$ cat config.mk
export PLATFORM = sky130hd
export DESIGN_NAME = vdma_wr_req_arbiter_flat
export DESIGN_NICKNAME = d
export VERILOG_FILES = /design/src/rtl/vdma_arb_pkg.sv /design/src/rtl/vdma_wr_req_arbiter_if.sv /design/src/rtl/rr_pick.sv /design/src/rtl/vdma_wr_req_arbiter.sv /design/src/flat_wrapper.sv
export SDC_FILE = /design/constraint.sdc
export NUM_CORES = 1
export LEC_CHECK = 0
export ABC_CLOCK_PERIOD_IN_PS = 2770
export CORE_ASPECT_RATIO = 0.5
export CORE_MARGIN = 10
export CORE_UTILIZATION = 50
export CTS_CLUSTER_SIZE = 12
export DETAILED_ROUTE_END_ITERATION = 8
export HOLD_SLACK_MARGIN = 0.1
export PLACE_DENSITY = 0.81
export SYNTH_ARGS = -nofsm -noshare
export SYNTH_HDL_FRONTEND = slang
export SYNTH_HIERARCHICAL = 1
export SYNTH_SLANG_ARGS = --single-unit
$ cat constraint.sdc
create_clock -name clock -period 2.77 [get_ports clock]
set_input_delay 0.6925 -clock clock [delete_from_list [all_inputs] [get_ports clock]]
set_output_delay 0.6925 -clock clock [all_outputs]
set_load 0.01 [all_outputs]
$ cat src/rtl/vdma_arb_pkg.sv
// Purpose : shared types and constants for the VDMA write-request arbiter.
// Contents: arbiter state enum, timeout counter width and default timeout.
package vdma_arb_pkg;

    localparam int unsigned TO_W = 24;

    localparam logic [TO_W-1:0] ARB_TO_DEFAULT = 24'hFFF000;

    typedef enum logic [1:0] {
        IDLE  = 2'd0,
        ISSUE = 2'd1,
        BUSY  = 2'd2,
        FIN   = 2'd3
    } arb_state_e;

endpackage

$ cat src/rtl/vdma_wr_req_arbiter_if.sv
// Purpose : bundle of requester-side and engine-side signals of the arbiter.
// Ports   : master = arbiter side, slave = requesters + engine + control.
//   enable, err_clr          control inputs to the arbiter
//   burst_req/tail_req/req_len  per-channel requests (level, held until resp)
//   resp/done                one-cycle per-channel pulses back to requesters
//   cmd_valid/cmd_ready/cmd_ch/cmd_len/cmd_tail  command to the engine
//   eng_done                 engine completion pulse
//   busy, timeout_err        status
interface vdma_wr_req_arbiter_if #(
    parameter int unsigned NCH   = 4,
    parameter int unsigned LSIZE = 9
);
    localparam int unsigned CW = $clog2(NCH);

    logic                   enable;
    logic [NCH-1:0]         burst_req;
    logic [NCH-1:0]         tail_req;
    logic [NCH*LSIZE-1:0]   req_len;
    logic [NCH-1:0]         resp;
    logic [NCH-1:0]         done;
    logic                   cmd_valid;
    logic                   cmd_ready;
    logic [CW-1:0]          cmd_ch;
    logic [LSIZE-1:0]       cmd_len;
    logic                   cmd_tail;
    logic                   eng_done;
    logic                   busy;
    logic                   timeout_err;
    logic                   err_clr;

    modport master (
        input  enable, burst_req, tail_req, req_len, cmd_ready, eng_done, err_clr,
        output resp, done, cmd_valid, cmd_ch, cmd_len, cmd_tail, busy, timeout_err
    );

    modport slave (
        output enable, burst_req, tail_req, req_len, cmd_ready, eng_done, err_clr,
        input  resp, done, cmd_valid, cmd_ch, cmd_len, cmd_tail, busy, timeout_err
    );

endinterface

$ cat src/rtl/rr_pick.sv
// Purpose : combinational round-robin picker.
// Ports   : i_req     request vector
//           i_last    index of the previously granted requester
//           o_grant_c first set request searching i_last+1, i_last+2, ... mod N
//           o_any_c   any request set
module rr_pick #(
    parameter int unsigned N = 4,
    parameter int unsigned W = $clog2(N)
) (
    input  logic [N-1:0] i_req,
    input  logic [W-1:0] i_last,
    output logic [W-1:0] o_grant_c,
    output logic         o_any_c
);

    // Scan offsets 1..N; the first hit wins, offset N wraps back to i_last.
    always_comb begin
        int unsigned idx;
        idx       = 0;
        o_grant_c = '0;
        o_any_c   = 1'b0;
        for (int unsigned i = 1; i <= N; i++) begin
            idx = (32'(i_last) + i) % N;
            if (!o_any_c && i_req[idx[W-1:0]]) begin
                o_grant_c = W'(idx);
                o_any_c   = 1'b1;
            end
        end
    end

endmodule

$ cat src/rtl/vdma_wr_req_arbiter.sv
// Purpose : shares one AXI write-burst engine between NCH requesters.
//           Tail requests take precedence over burst requests; within the
//           chosen set the grant rotates round-robin. One command in flight.
// Ports   : clock, rst_n (async active-low)
//           bus : vdma_wr_req_arbiter_if.master (requests, command, status)
module vdma_wr_req_arbiter
    import vdma_arb_pkg::*;
#(
    parameter int unsigned     NCH       = 4,
    parameter int unsigned     LSIZE     = 9,
    parameter logic [TO_W-1:0] TO_CYCLES = ARB_TO_DEFAULT
) (
    input  logic                  clock,
    input  logic                  rst_n,
    vdma_wr_req_arbiter_if.master bus
);

    localparam int unsigned CW    = $clog2(NCH);
    localparam int unsigned CNT_X = TO_W + 1;

    arb_state_e       r_state, w_nxt_state;
    logic [CW-1:0]    r_ch, w_nxt_ch;
    logic [CW-1:0]    r_last, w_nxt_last;
    logic [LSIZE-1:0] r_len, w_nxt_len;
    logic             r_tail, w_nxt_tail;
    logic [TO_W-1:0]  r_cnt, w_nxt_cnt;
    logic             r_to_err, w_nxt_to_err;
    logic [NCH-1:0]   r_resp, w_nxt_resp;
    logic [NCH-1:0]   r_done, w_nxt_done;
    logic             r_cmd_valid;
    logic             r_busy;

    logic             w_tail_any;
    logic [NCH-1:0]   w_cand;
    logic [CW-1:0]    w_pick;
    logic             w_any;
    logic [LSIZE-1:0] w_pick_len;
    logic [NCH-1:0]   w_ch_onehot;
    logic             w_set_to;
    logic             w_to_hit;

    // Any pending tail request masks all burst requests.
    assign w_tail_any  = |bus.tail_req;
    assign w_cand      = w_tail_any ? bus.tail_req : bus.burst_req;
    assign w_ch_onehot = NCH'(1) << r_ch;
    assign w_to_hit    = ({1'b0, r_cnt} + CNT_X'(1)) >= {1'b0, TO_CYCLES};

    rr_pick #(
        .N (NCH),
        .W (CW)
    ) u_pick (
        .i_req     (w_cand),
        .i_last    (r_last),
        .o_grant_c (w_pick),
        .o_any_c   (w_any)
    );

    // Length slice of the picked channel.
    always_comb begin
        w_pick_len = '0;
        for (int unsigned i = 0; i < NCH; i++) begin
            if (w_pick == CW'(i)) begin
                w_pick_len = bus.req_len[i*LSIZE +: LSIZE];
            end
        end
    end

    // Next-state and next-output logic.
    always_comb begin
        w_nxt_state  = r_state;
        w_nxt_ch     = r_ch;
        w_nxt_len    = r_len;
        w_nxt_tail   = r_tail;
        w_nxt_last   = r_last;
        w_nxt_cnt    = r_cnt;
        w_nxt_resp   = '0;
        w_nxt_done   = '0;
        w_set_to     = 1'b0;
        w_nxt_to_err = r_to_err;

        case (r_state)
            IDLE: begin
                if (bus.enable && w_any) begin
                    w_nxt_ch    = w_pick;
                    w_nxt_len   = w_pick_len;
                    w_nxt_tail  = w_tail_any;
                    w_nxt_state = ISSUE;
                end
            end
            ISSUE: begin
                // cmd_valid is high throughout ISSUE, so ready alone completes the handshake.
                if (bus.cmd_ready) begin
                    w_nxt_state = BUSY;
                    w_nxt_resp  = w_ch_onehot;
                    w_nxt_last  = r_ch;
                    w_nxt_cnt   = '0;
                end
            end
            BUSY: begin
                if (bus.eng_done) begin
                    w_nxt_state = FIN;
                    w_nxt_done  = w_ch_onehot;
                end else if (w_to_hit) begin
                    w_nxt_state = IDLE;
                    w_set_to    = 1'b1;
                end else if (r_cnt != '1) begin
                    w_nxt_cnt = r_cnt + TO_W'(1);
                end
            end
            FIN: begin
                w_nxt_state = IDLE;
            end
            default: begin
                w_nxt_state = IDLE;
            end
        endcase

        // Clearing wins over a timeout raised in the same cycle.
        if (bus.err_clr) begin
            w_nxt_to_err = 1'b0;
        end else if (w_set_to) begin
            w_nxt_to_err = 1'b1;
        end
    end

    // State and output registers.
    always_ff @(posedge clock or negedge rst_n) begin
        if (!rst_n) begin
            r_state     <= IDLE;
            r_ch        <= '0;
            r_len       <= '0;
            r_tail      <= 1'b0;
            r_last      <= CW'(NCH - 1);
            r_cnt       <= '0;
            r_to_err    <= 1'b0;
            r_resp      <= '0;
            r_done      <= '0;
            r_cmd_valid <= 1'b0;
            r_busy      <= 1'b0;
        end else begin
            r_state     <= w_nxt_state;
            r_ch        <= w_nxt_ch;
            r_len       <= w_nxt_len;
            r_tail      <= w_nxt_tail;
            r_last      <= w_nxt_last;
            r_cnt       <= w_nxt_cnt;
            r_to_err    <= w_nxt_to_err;
            r_resp      <= w_nxt_resp;
            r_done      <= w_nxt_done;
            r_cmd_valid <= (w_nxt_state == ISSUE);
            r_busy      <= (w_nxt_state != IDLE);
        end
    end

    assign bus.resp        = r_resp;
    assign bus.done        = r_done;
    assign bus.cmd_valid   = r_cmd_valid;
    assign bus.cmd_ch      = r_ch;
    assign bus.cmd_len     = r_len;
    assign bus.cmd_tail    = r_tail;
    assign bus.busy        = r_busy;
    assign bus.timeout_err = r_to_err;

endmodule

$ cat src/flat_wrapper.sv
// flat-port wrapper written by rule: the top's interface ports become plain ports
module vdma_wr_req_arbiter_flat import vdma_arb_pkg::*;
#(
    parameter int unsigned     NCH       = 4,
    parameter int unsigned     LSIZE     = 9,
    parameter logic [TO_W-1:0] TO_CYCLES = ARB_TO_DEFAULT
)
  (clock, rst_n, bus_enable, bus_burst_req, bus_tail_req, bus_req_len, bus_cmd_ready, bus_eng_done, bus_err_clr, bus_resp, bus_done, bus_cmd_valid, bus_cmd_ch, bus_cmd_len, bus_cmd_tail, bus_busy, bus_timeout_err);
  vdma_wr_req_arbiter_if #(.NCH(NCH), .LSIZE(LSIZE)) bus_i ();
  input  logic clock;
  input  logic rst_n;
  input wire logic [$bits(bus_i.enable)-1:0] bus_enable;
  input wire logic [$bits(bus_i.burst_req)-1:0] bus_burst_req;
  input wire logic [$bits(bus_i.tail_req)-1:0] bus_tail_req;
  input wire logic [$bits(bus_i.req_len)-1:0] bus_req_len;
  input wire logic [$bits(bus_i.cmd_ready)-1:0] bus_cmd_ready;
  input wire logic [$bits(bus_i.eng_done)-1:0] bus_eng_done;
  input wire logic [$bits(bus_i.err_clr)-1:0] bus_err_clr;
  output wire logic [$bits(bus_i.resp)-1:0] bus_resp;
  output wire logic [$bits(bus_i.done)-1:0] bus_done;
  output wire logic [$bits(bus_i.cmd_valid)-1:0] bus_cmd_valid;
  output wire logic [$bits(bus_i.cmd_ch)-1:0] bus_cmd_ch;
  output wire logic [$bits(bus_i.cmd_len)-1:0] bus_cmd_len;
  output wire logic [$bits(bus_i.cmd_tail)-1:0] bus_cmd_tail;
  output wire logic [$bits(bus_i.busy)-1:0] bus_busy;
  output wire logic [$bits(bus_i.timeout_err)-1:0] bus_timeout_err;
  assign bus_i.enable = bus_enable;
  assign bus_i.burst_req = bus_burst_req;
  assign bus_i.tail_req = bus_tail_req;
  assign bus_i.req_len = bus_req_len;
  assign bus_i.cmd_ready = bus_cmd_ready;
  assign bus_i.eng_done = bus_eng_done;
  assign bus_i.err_clr = bus_err_clr;
  assign bus_resp = bus_i.resp;
  assign bus_done = bus_i.done;
  assign bus_cmd_valid = bus_i.cmd_valid;
  assign bus_cmd_ch = bus_i.cmd_ch;
  assign bus_cmd_len = bus_i.cmd_len;
  assign bus_cmd_tail = bus_i.cmd_tail;
  assign bus_busy = bus_i.busy;
  assign bus_timeout_err = bus_i.timeout_err;
  vdma_wr_req_arbiter #(.NCH(NCH), .LSIZE(LSIZE), .TO_CYCLES(TO_CYCLES)) u_core (.clock(clock), .rst_n(rst_n), .bus(bus_i));
endmodule
Yosys cells after proc, flatten, opt, wreduce, memory -nomap -nowiden

Index checks and enable logic that the tools add are counted.

Register bits after elaboration: 51
Memory bits (writable): 0
Bits in latches: 0
Word-level logic and storage cells: 91
Memories: 0
ROM bits: 0

Bitwise operators: 0
$mul: 0
Eq/ne operators: 12
Divide/modulo/power cells: 0
Multiplexer cells: 40
Add/subtract/negate cells: 6
Reductions and logical operators: 16
$lt $le $gt $ge: 5
Shift operators: 1

Operator list:

| cell                  | count |
|---|---|
| $mux 24               | 4 |
| $pmux 24 s2           | 1 |
| $mux 9                | 4 |
| $add 24x1->25 const B | 1 |
| $ge 25x24->1 const B  | 1 |
| $add 24x1->24 const B | 1 |
| $ne 24x24->1 const B  | 1 |
| $mux 4                | 5 |
| $mux 2                | 8 |
| $mux 1                | 13 |
| $lt 2x3->1 const B    | 4 |
| $bmux 1 s2            | 4 |
| $eq 2x2->1 const B    | 4 |
| $pmux 2 s4            | 1 |
| $eq 2x1->1 const B    | 3 |
| $ne 2x2->1 const B    | 3 |
| $reduce_bool 2->1     | 3 |
| $reduce_and 5->1      | 1 |
| $add 2x1->2 const B   | 2 |
| $add 2x2->2 const B   | 2 |
| $logic_and 1x1->1     | 4 |
| $logic_not 2->1       | 2 |
| $reduce_and 2->1      | 2 |
| $reduce_or 4->1       | 1 |
| 3 further kinds       | 5 |

Logic depth before layout (Yosys ltp)

Depth in word-level cells: 19
Mapped depth: 9

By module

The synthesis kept the hierarchy.

Modules (own cells, without submodules):

| module              | area each (um^2) | cells each | times used |
|---|---|---|---|
| vdma_wr_req_arbiter | 2,925.3          | 297        | 1 |
| rr_pick             | 91.3             | 14         | 1 |

Worst setup path before layout

Ideal clock, no wire load.

Path type: input port to flip-flop
Start point: input bus_tail_req[0]
End point: register u_core.r_len[3] (netlist: u_core/bus.cmd_len[3])
Library setup time: 125 ps
Path slack: -454 ps
Cell stages on the path: 8
Data required time: 2,645 ps
Arrival: 3,099 ps
Path through: nor4_1 > a21o_1 > and2b_1 > a21oi_2 > o221ai_2 > clkbuf_1 > mux4_2 > mux2_2

Longest elaborated chain between the ends: 19

Ends and longest elaborated chain:

| what                         | line                       | text |
|---|---|---|
| start: declaration           | flat_wrapper.sv:14         | `input wire logic [$bits(bus_i.tail_req)-1:0] bus_tail_req;` |
| $reduce_or 4->1 *            | vdma_wr_req_arbiter.sv:43  | `assign w_tail_any = \|bus.tail_req;` |
| $mux 4 *                     | vdma_wr_req_arbiter.sv:44  | `assign w_cand = w_tail_any ? bus.tail_req : bus.burst_req;` |
| net u_core.w_cand[3]         | vdma_wr_req_arbiter.sv:34  | `logic [NCH-1:0] w_cand;` |
| $bmux 1 s2                   | rr_pick.sv:24              | `if (!o_any_c && i_req[idx[W-1:0]]) begin` |
| $mux 1 (not written as such) | rr_pick.sv:24              |  |
| $mux 1                       | rr_pick.sv:24              |  |
| $logic_not 1->1              | rr_pick.sv:24              |  |
| $logic_and 1x1->1            | rr_pick.sv:24              |  |
| (+3 left out)                | --                         |  |
| $mux 1                       | rr_pick.sv:24              |  |
| $logic_not 1->1              | rr_pick.sv:24              |  |
| $logic_and 1x1->1            | rr_pick.sv:24              |  |
| $mux 2 *                     | rr_pick.sv:24              |  |
| net u_core.w_pick[0]         | vdma_wr_req_arbiter.sv:35  | `logic [CW-1:0] w_pick;` |
| $logic_not 2->1              | vdma_wr_req_arbiter.sv:62  | `if (w_pick == CW'(i)) begin` |
| $mux 9 (3 in series)         | vdma_wr_req_arbiter.sv:62  |  |
| $mux 9 *                     | vdma_wr_req_arbiter.sv:62  |  |
| end signal: assignment       | vdma_wr_req_arbiter.sv:143 | `r_len <= w_nxt_len;` |
| end: declaration             | vdma_wr_req_arbiter.sv:24  | `logic [LSIZE-1:0] r_len, w_nxt_len;` |

The timed path passes the listed nets; every way through them passes the cells marked *. The select of a mux whose other input is x is not followed.
A chain may end at the register's enable or synchronous reset.

Worst setup path in the final report

Start point: input bus_burst_req[2]
End point: register u_core.r_len[0] (netlist: u_core/bus.cmd_len[0])

Longest elaborated chain between the ends: 18

Ends and longest elaborated chain:

| what                         | line                      | text |
|---|---|---|
| start: declaration           | flat_wrapper.sv:13        | `input wire logic [$bits(bus_i.burst_req)-1:0] bus_burst_req;` |
| $mux 4 *                     | vdma_wr_req_arbiter.sv:44 |  |
| net u_core.w_cand[2]         | vdma_wr_req_arbiter.sv:34 |  |
| $bmux 1 s2                   | rr_pick.sv:24             |  |
| $mux 1 (not written as such) | rr_pick.sv:24             |  |
| $mux 1                       | rr_pick.sv:24             |  |
| $logic_not 1->1              | rr_pick.sv:24             |  |
| $logic_and 1x1->1            | rr_pick.sv:24             |  |
| $mux 1                       | rr_pick.sv:24             |  |
| (+2 left out)                | --                        |  |
| $mux 1                       | rr_pick.sv:24             |  |
| $logic_not 1->1              | rr_pick.sv:24             |  |
| $logic_and 1x1->1            | rr_pick.sv:24             |  |
| $mux 2 *                     | rr_pick.sv:24             |  |
| net u_core.w_pick[0]         | vdma_wr_req_arbiter.sv:35 |  |
| $logic_not 2->1              | vdma_wr_req_arbiter.sv:62 |  |
| $mux 9 (3 in series)         | vdma_wr_req_arbiter.sv:62 |  |
| $mux 9 *                     | vdma_wr_req_arbiter.sv:62 |  |

Marks and branches as above.

==> impl_metrics.py <==
metrics = {
    "setup_path": {
        "end_kind": "register",
        "crit_chain": "clkdlybuf4s50_1 > a21o_1 > and2b_1 > a21oi_2 > o221ai_4 > buf_12 > mux4_2 > mux2_4",
        "critical-path-top-delay-family": "multiplexers",
        "crit_path_start_kind": "input pin",
        "worstSetupPathType": "in -> reg",
        "reg2reg_slack_ns": 0.19,
        "cp_slowest_cell": "mux4_2",
        "crit_arrival_ns": 2.88,
        "crit_path_start": "bus_burst_req[2]",
        "worst-path-max-fanout": 5,
        "cp.buffers_inverters": 2,
        "slowest_delay_ns": 0.50,
        "reg2reg_from": "u_core/r_cnt[8]",
        "crit_required_ns": 2.95,
    },
    "sta": {
        "fin_setup_tns_ns": 0,
        "fin_ws_ns": 0.0735,
        "slew_violations": 0,
        "hold_violations": 0,
        "clock.fmax_mhz": 371,
        "timing.final.crit_period_ns": 2.70,
        "timing.hold.ws_ns": 0.371,
        "worstMarginPinSlew_ns": 0.681,
        "max-slew-margin-rel_pct": 54.5,
        "rsz0062_at_grt": "no",
        "finalSetupViolCount": 0,
        "fin_crit_sh_pct": 97.3,
        "finClkSkew_ns": 0.00388,
    },
    "power_and_ir_drop": {
        "vdd_ir_drop_max_uv": 457,
        "p_sw_mw": 1.20,
        "swShare_pct": 36.5,
        "power_frac_clock_pct": 19.1,
        "p_comb_share_pct": 45.8,
        "p_int_mw": 2.08,
        "p_per_area_nw_per_um2": 776,
        "leakage_nw": 1.79,
        "pwr-share-seq_pct": 35.1,
    },
    "drt": {
        "wl_per_cell_um": 18.9,
        "antenna_left": 0,
        "first_pass_iters": 5,
        "vias": 2920,
        "viasPerCell": 6.08,
        "wl_mm": 9.09,
        "drt_iter0_drc": 263,
        "post-route-drc-count": 0,
    },
    "logic_synthesis": {
        "synth_nets": 362,
        "async_flop_share_pct": 100,
        "yosys_warnings": 6,
        "synth_ff_type": "dfrtp_1",
        "yosysSeqAreaShare_pct": 42.4,
        "syn_inst": 311,
        "synth_edf_count": 0,
        "avgSynthCellArea_um2": 9.70,
        "ys_types": 56,
        "synth_area_um2": 3020,
        "synth_seq_cells": 51,
    },
    "clocking": {
        "cts_tree": "done",
        "cts_buffers": 5,
        "cts.sinks": 51,
        "clock_path_buffers": 2,
        "cts-hold-fix-buffers": 0,
        "insertion_delay_ns": 0.29,
        "htree_levels": 2,
        "clockRootBuffer": "clkbuf_16",
        "clk_pin_slew_ns": 0.07,
    },
    "die": {
        "dieHeight_um": 74.9,
        "fp.dieW_um": 130,
        "ios": 73,
        "core_um2": 5660,
        "fp-row-count": 19,
        "initial_utilization_pct": 53.3,
        "die_area_um2": 9730,
    },
    "placement": {
        "pre_cts_slack_ns": -0.525,
        "dp_hpwl_mm": 6.64,
        "gp_congestion": 0.868,
        "portBuffers": 72,
        "placed_area_um2": 3990,
    },
    "finish": {
        "fill_cells": 370,
        "stdcell_area_um2": 4230,
        "mostFrequentLayoutCell": "clkdlybuf4s50_1",
        "layout_common_cells": "clkdlybuf4s50_1 (67), dfrtp_1 (49), nand2_1 (30), buf_4 (30), nor2_1 (29)",
        "drive_gt1_share_pct": 21.6,
        "area_delta_synth_final_pct": 40.2,
        "nets": 457,
        "antenna_cells": 0,
    },
    "global_routing": {
        "gr-usage-all-layers_pct": 19.0,
        "antenna_found_initial": 0,
        "grt_pass1_wl_mm": 14.6,
        "grt_max_degree": 52,
        "grt_overflow_total": 0,
        "grt_pass1_vias": 3024,
    },
    "status": {
        "outcome": "complete, no violations",
    },
    "flow_run": {
        "cap_violations": 0,
    },
    "hold_path": {
        "hold_class": "in -> async",
    },
}
cells in the mapped netlist (all sizes together) (3+ instances only):
library cell | number | area, um2
nand2b | 8 | 50.1
dfrtp | 49 | 1230
a21o | 6 | 45.0
nor2 | 29 | 109
a31oi | 20 | 125
a31o | 3 | 26.3
buf | 4 | 26.3
nor3 | 8 | 40.0
inv | 8 | 30.0
and2 | 3 | 18.8
nor4 | 7 | 43.8
mux2i | 5 | 50.1
nand2 | 30 | 113
o21ai | 11 | 66.3
o21a | 4 | 30.0
mux2 | 14 | 158
nand3 | 16 | 80.1
nand4 | 6 | 52.6
clkbuf | 15 | 58.8
mux4 | 9 | 203
and3 | 6 | 42.5
a21oi | 17 | 88.8
a41oi | 3 | 26.3
worst register-to-register path: cells and delay by family (launching register included):
family / cells / cell delay [ns]
compound gates: 3 / 0.55
buf+inv: 1 / 0.24
flops: 1 / 0.43
simple gates: 4 / 1.22
cells by family (layout without fill, tap and decap cells):
group | Yosys count | in the layout | synth area share [%]
DFF | 51 | 51 | 42.4
and+or+nand+nor | 127 | 127 | 22.1
adders and majority gates | 1 | 1 | 0.415
AOI/OAI and AO/OA | 75 | 75 | 17.1
xor gates and xnor gates | 2 | 2 | 0.581
buffers and inverters | 27 | 123 | 3.82
muxes | 28 | 28 | 13.6
through the flow:
stage / util [%] / cells / power (mW)
after floorplan: - / 311 / 1.95
after global placement: 70.5 / 466 / 2.50
after detailed placement: 70.5 / 466 / 2.56
after CTS: 74.7 / 480 / 3.27
after global routing: 74.7 / 480 / 3.47
final: 74.7 / 480 / 3.28
final cells by class:
cell class	instances	area (um2)	share of cell area, %
clock buffers	5	125	2.96
flip-flops and latches	51	1280	30.2
clock inverters	3	25.0	0.592
well taps	73	91.3	2.16
repair buffers	107	1020	24.0
multi-input cells	233	1660	39.3
inverters	8	30.0	0.710
flip-flops by register name, summed over array words and instances, names as in the netlist:
register	cells
u_core/bus.cmd_tail	1
u_core/r_state	2
u_core/bus.resp	4
u_core/bus.cmd_ch	2
u_core/bus.busy	1
u_core/r_last	2
u_core/bus.timeout_err	1
u_core/bus.cmd_valid	1
u_core/bus.cmd_len	9
u_core/r_cnt	24
u_core/bus.done	4
worst paths after layout:
path,endpoint,cells past startpoint
worst min-delay path,u_core/bus.cmd_ch[0],2
min in group clock,u_core/r_cnt[10],1
worst max-delay path,u_core/bus.cmd_len[0],8
worst min register to register,u_core/r_cnt[10],1
max in group asynchronous,u_core/r_last[1],2
worst max register to register,u_core/r_cnt[7],8
per-layer routing:
metal | vias up | global-route usage (%) | share of wire, %
li1 | 1355 | - | -
met1 | 1409 | 19.6 | 38
met2 | 136 | 33.8 | 49
met3 | 20 | 8.27 | 11
met4 | 0 | 8.29 | 2.4
met5 | - | 0 | 0
power groups by stage:
stage / registers [mW] / logic, mW / clock network [mW]
after global placement: 1.14 / 1.36 / 0
final: 1.15 / 1.50 / 0.626
after floorplan: 1.16 / 0.794 / 0
after CTS: 1.15 / 1.49 / 0.632
after global routing: 1.18 / 1.62 / 0.665
after detailed placement: 1.15 / 1.41 / 0
what timing repair did:
action,CTS,global route
pin swaps,6,4
gates cloned,1,0
endpoints found under the setup margin,9,9
gates resized for setup,10,10
setup buffers,5,0
(Power assumes the default switching activity.)
